===== config.mk =====
export PLATFORM = sky130hd
export DESIGN_NAME = carpma_birimi_hatli
export DESIGN_NICKNAME = d
export VERILOG_FILES = /design/src/rtl/carpma_birimi_hatli.sv
export SDC_FILE = /design/constraint.sdc
export NUM_CORES = 2
export LEC_CHECK = 0
export CORE_ASPECT_RATIO = 1.75
export CORE_MARGIN = 2
export CORE_UTILIZATION = 51
export CTS_BUF_LIST = sky130_fd_sc_hd__clkbuf_16
export DETAILED_ROUTE_END_ITERATION = 10
export PLACE_DENSITY = 0.81
export SLEW_MARGIN = 25
export SYNTH_ARGS = -nofsm -noshare
export SYNTH_HDL_FRONTEND = slang
export SYNTH_SLANG_ARGS = --single-unit
export TNS_END_PERCENT = 100

===== constraint.sdc =====
create_clock -name clk_i -period 7.3 [get_ports clk_i]
set_input_delay 1.095 -clock clk_i [delete_from_list [all_inputs] [get_ports clk_i]]
set_output_delay 1.095 -clock clk_i [all_outputs]
set_load 0.02 [all_outputs]

===== src/rtl/carpma_birimi_hatli.sv =====
// Pipelined M-extension multiplier (MUL/MULH/MULHSU/MULHU). Results leave in order after ASAMA_SAYISI cycles.
// Optional: define CARPMA_SAYAC_EN to add the 32-bit completed-operation counter islem_sayisi_o.
module carpma_birimi_hatli #(
    parameter int VERI_GENISLIK   = 32,
    parameter int ASAMA_SAYISI    = 3,
    parameter int ETIKET_GENISLIK = 5
) (
    input  logic                       clk_i,
    input  logic                       rst_i,
    input  logic                       durdur_i,
    input  logic                       gecerli_i,
    input  logic [1:0]                 kontrol_i,
    input  logic [VERI_GENISLIK-1:0]   deger1_i,
    input  logic [VERI_GENISLIK-1:0]   deger2_i,
    input  logic [ETIKET_GENISLIK-1:0] etiket_i,
    output logic [VERI_GENISLIK-1:0]   sonuc_o,
    output logic                       gecerli_o,
    output logic [ETIKET_GENISLIK-1:0] etiket_o
`ifdef CARPMA_SAYAC_EN
    ,
    output logic [31:0]                islem_sayisi_o
`endif
);
    localparam int W = VERI_GENISLIK;
    localparam int S = ASAMA_SAYISI;
    localparam int T = ETIKET_GENISLIK;

    // Same encoding as the decoder's CARPMA_* definitions.
    localparam logic [1:0] CARPMA_MUL    = 2'b00;
    localparam logic [1:0] CARPMA_MULH   = 2'b01;
    localparam logic [1:0] CARPMA_MULHSU = 2'b10;
    localparam logic [1:0] CARPMA_MULHU  = 2'b11;

    logic isaret1, isaret2;
    assign isaret1 = (kontrol_i != CARPMA_MULHU) & deger1_i[W-1];
    assign isaret2 = ((kontrol_i == CARPMA_MUL) || (kontrol_i == CARPMA_MULH)) & deger2_i[W-1];

    logic [S:1]   gecerli_q;
    logic [S:1]   yuksek_q;
    logic [T-1:0] etiket_q [1:S];
    logic [W:0]   deger1_q, deger2_q;

    always_ff @(posedge clk_i) begin
        if (rst_i) begin
            gecerli_q <= '0;
        end else if (!durdur_i) begin
            gecerli_q[1] <= gecerli_i;
            for (int k = 2; k <= S; k++) begin
                gecerli_q[k] <= gecerli_q[k-1];
            end
        end
    end

    // NOTE: payload registers have no reset; the valid bits alone decide what is real, and in-flight data is simply discarded.
    always_ff @(posedge clk_i) begin
        if (!durdur_i) begin
            deger1_q    <= {isaret1, deger1_i};
            deger2_q    <= {isaret2, deger2_i};
            yuksek_q[1] <= (kontrol_i != CARPMA_MUL);
            etiket_q[1] <= etiket_i;
            for (int k = 2; k <= S; k++) begin
                yuksek_q[k] <= yuksek_q[k-1];
                etiket_q[k] <= etiket_q[k-1];
            end
        end
    end

    // A 2W-bit product of the sign-extended operands equals the signed (W+1)x(W+1) product truncated to 2W bits.
    logic [2*W-1:0] genis1, genis2, carpim_c, carpim_son;
    assign genis1   = {{(W-1){deger1_q[W]}}, deger1_q};
    assign genis2   = {{(W-1){deger2_q[W]}}, deger2_q};
    assign carpim_c = genis1 * genis2;

    if (S == 1) begin : g_tek_asama
        assign carpim_son = carpim_c;
    end else begin : g_hatli
        // Registers after the multiplier give synthesis room to retime partial products across stages 2..S.
        logic [2*W-1:0] carpim_q [2:S];
        always_ff @(posedge clk_i) begin
            if (!durdur_i) begin
                carpim_q[2] <= carpim_c;
                for (int k = 3; k <= S; k++) begin
                    carpim_q[k] <= carpim_q[k-1];
                end
            end
        end
        assign carpim_son = carpim_q[S];
    end

    always_ff @(posedge clk_i) begin
        if (rst_i) begin
            gecerli_o <= 1'b0;
            sonuc_o   <= '0;
            etiket_o  <= '0;
        end else if (!durdur_i) begin
            gecerli_o <= gecerli_q[S];
            if (gecerli_q[S]) begin
                sonuc_o  <= yuksek_q[S] ? carpim_son[2*W-1:W] : carpim_son[W-1:0];
                etiket_o <= etiket_q[S];
            end
        end
    end

`ifdef CARPMA_SAYAC_EN
    // A result held through a stall is counted once, on the edge that releases it.
    always_ff @(posedge clk_i) begin
        if (rst_i) begin
            islem_sayisi_o <= '0;
        end else if (gecerli_o && !durdur_i) begin
            islem_sayisi_o <= islem_sayisi_o + 32'd1;
        end
    end
`endif

endmodule


==> flow_summary.json <==
{
  "ios": 113,
  "cp-end-kind": "flip-flop",
  "cts_max_level": 1,
  "drt_iter0_markers": 2199,
  "gp_congestion": 0.983,
  "wirelength_um": 141000,
  "yosysWarnings": 0,
  "post-route-min-period_ns": 8.05,
  "critical-path-top-delay-family": "adder cells",
  "root_buffer": "clkbuf_16",
  "clkTransAtPathRegs_ns": 0.06,
  "synth-seq-cells": 253,
  "slew_violations": 0,
  "layout_common_cells": "fa_1 (1067), inv_1 (1039), nand2_1 (550), and2_1 (533), buf_4 (409)",
  "maxCapViolCount": 0,
  "synth_nets": 5952,
  "dieArea_sq_mm": 0.0935,
  "critPathSlowestCell": "fa_1",
  "fin_skew_ns": 0.0544,
  "num-fill-cells": 6918,
  "syn_area_sq_mm": 0.0464,
  "grt_pass1_wl_um": 211000,
  "status": "finished with violations",
  "grt_pass1_vias": 37856,
  "hold_viol": 0,
  "io_buffers": 112,
  "fmax_mhz": 124,
  "syn2layout_area_growth_pct": 18.8,
  "grt_max_degree": 115,
  "die_x_um": 232,
  "synth_ff_type": "edfxtp_1",
  "violations": "negative setup slack",
  "numCtsBuffers": 28,
  "cts_num_sinks": 253,
  "ys_top_cells_by_area": "fa_1 (49%), edfxtp_1 (14%), inv_1 (8.8%)",
  "syn_inst": 4540,
  "nets": 6373,
  "clockBufferDepth": 3,
  "vias": 33722,
  "tightest_slew_ns": 0.656,
  "final_util": 0.610,
  "grtUsageTotal": 0.308,
  "cp.required_ns": 7.66,
  "async_flop_share": 0,
  "syn_area_per_cell_sq_um": 10.2,
  "drc": 0,
  "dp_hpwl_um": 113000,
  "grt.overflow.total": 0,
  "num_rows": 146,
  "max_stage_delay_ns": 0.88,
  "setup_viol": 29,
  "cp_num_buf_inv": 7,
  "wire_per_inst_um": 22.8,
  "synth_edf_count": 212,
  "yosysTopAreaCellShare": 0.485,
  "max_slew_margin": 0.561,
  "crit_type": "reg2reg",
  "fin_ws_ns": -0.747,
  "cts_tree": "built",
  "drive_gt1_frac": 0.170,
  "layout_commonest_cell": "fa_1",
  "vias_per_cell": 5.47,
  "dp_slack_ns": -0.634,
  "critPathLaunchType": "flip-flop",
  "coreArea_sq_mm": 0.0904,
  "cp_common_cell": "fa_1",
  "antenna_found_initial": 5,
  "synth_top_area_cell": "fa_1",
  "period_share": 1.10,
  "hold_class": "reg2reg",
  "worst-path-max-fanout": 21,
  "rsz0062_at_grt": "true",
  "insertion_delay_ns": 0.66,
  "detail-route-antenna-nets": 0,
  "arrival_ns": 8.40,
  "initial_utilization": 0.513,
  "setup_tns_ns": -9.97,
  "ys_seq_area_frac": 0.155,
  "synth_cell_types": 61,
  "die_h_um": 403,
  "drt_pre_antenna_iters": 6
}
-- Yosys cell counts (all sizes together) (2+ instances only) --
library cell	instances
a211oi	34
a21boi	3
a21o	26
a21oi	75
a311oi	2
a31o	2
a31oi	7
a41oi	5
and2	549
and3	4
buf	13
clkbuf	223
dfxtp	41
edfxtp	212
fa	1125
ha	212
inv	1091
mux2i	36
nand2	570
nand2b	12
nand3	15
nand4	10
nor2	60
nor2b	35
nor3	11
nor4	4
o211ai	3
o21a	8
o21ai	39
o21bai	10
o31ai	4
or2	5
or3	5
xnor2	48
xor2	31
-- final cells by class --
class | count | area (sq um) | share of cell area
tap | 1184 | 1480 | 0.0269
clock inverter | 24 | 339 | 0.00615
inverter | 1091 | 4110 | 0.0746
sequential | 253 | 7190 | 0.130
clock buffer | 28 | 701 | 0.0127
timing repair buffer | 627 | 5880 | 0.107
antenna | 1 | 2.50 | 0.0000454
multi-input combinational | 2960 | 35400 | 0.643
-- path summary, 6_finish.rpt --
path / start / to / slack, ns / cells past startpoint
setup / recovery: deger2_q[13] / g_hatli.carpim_q[1][63] / -0.75 / 27
setup reg to reg: deger2_q[13] / g_hatli.carpim_q[1][63] / -0.75 / 27
hold / removal: g_hatli.carpim_q[1][0] / g_hatli.carpim_q[1][64] / 0.41 / 0
hold reg to reg: g_hatli.carpim_q[1][0] / g_hatli.carpim_q[1][64] / 0.41 / 0
-- flip-flops by register name, summed over array words and instances (netlist names), 3 cells and up --
register,count
yuksek_q,3
sonuc_o,32
deger1_q,33
etiket_q,15
g_hatli.carpim_q,128
etiket_o,5
gecerli_q,3
deger2_q,33
-- stage by stage --
step / hold slack [ns] / instance area (sq um) / std cells
2_1_floorplan: 0.400 / 46500 / 4540
3_5_place_dp: 0.405 / 52100 / 6047
3_3_place_gp: 0.403 / 52100 / 6047
6_report: 0.412 / 55100 / 6168
4_1_cts: 0.415 / 54000 / 6129
5_1_grt: 0.423 / 55100 / 6167
-- layer usage --
metal	global-route usage	routed length, um
met3	0.0504	9070
met1	0.297	40100
met2	0.544	73600
met5	0	13
met4	0.301	17900
-- cells by family (layout without fill, tap and decap cells) --
| group | count (synthesis) | count (layout) | synth area share |
|---|---|---|---|
| DFF | 253 | 253 | 0.155 |
| muxes | 36 | 36 | 0.00776 |
| other | 0 | 1 | 0 |
| AOI/OAI and AO/OA | 226 | 226 | 0.0338 |
| adders and majority gates | 1337 | 1337 | 0.542 |
| xor gates and xnor gates | 79 | 79 | 0.0149 |
| and+or+nand+nor | 1282 | 1282 | 0.139 |
| buffers and inverters | 1327 | 1770 | 0.108 |
-- what timing repair did --
action	4_1_cts	5_1_grt
hold buffers	0	0
pin swaps	51	206
setup endpoints to repair	29	36
setup buffers	30	35
resized for setup	140	204
cloned	0	3
Power is left out: the tool's default activity adds up to more than one toggle a clock period on the data nets, which glitch-free logic cannot reach.
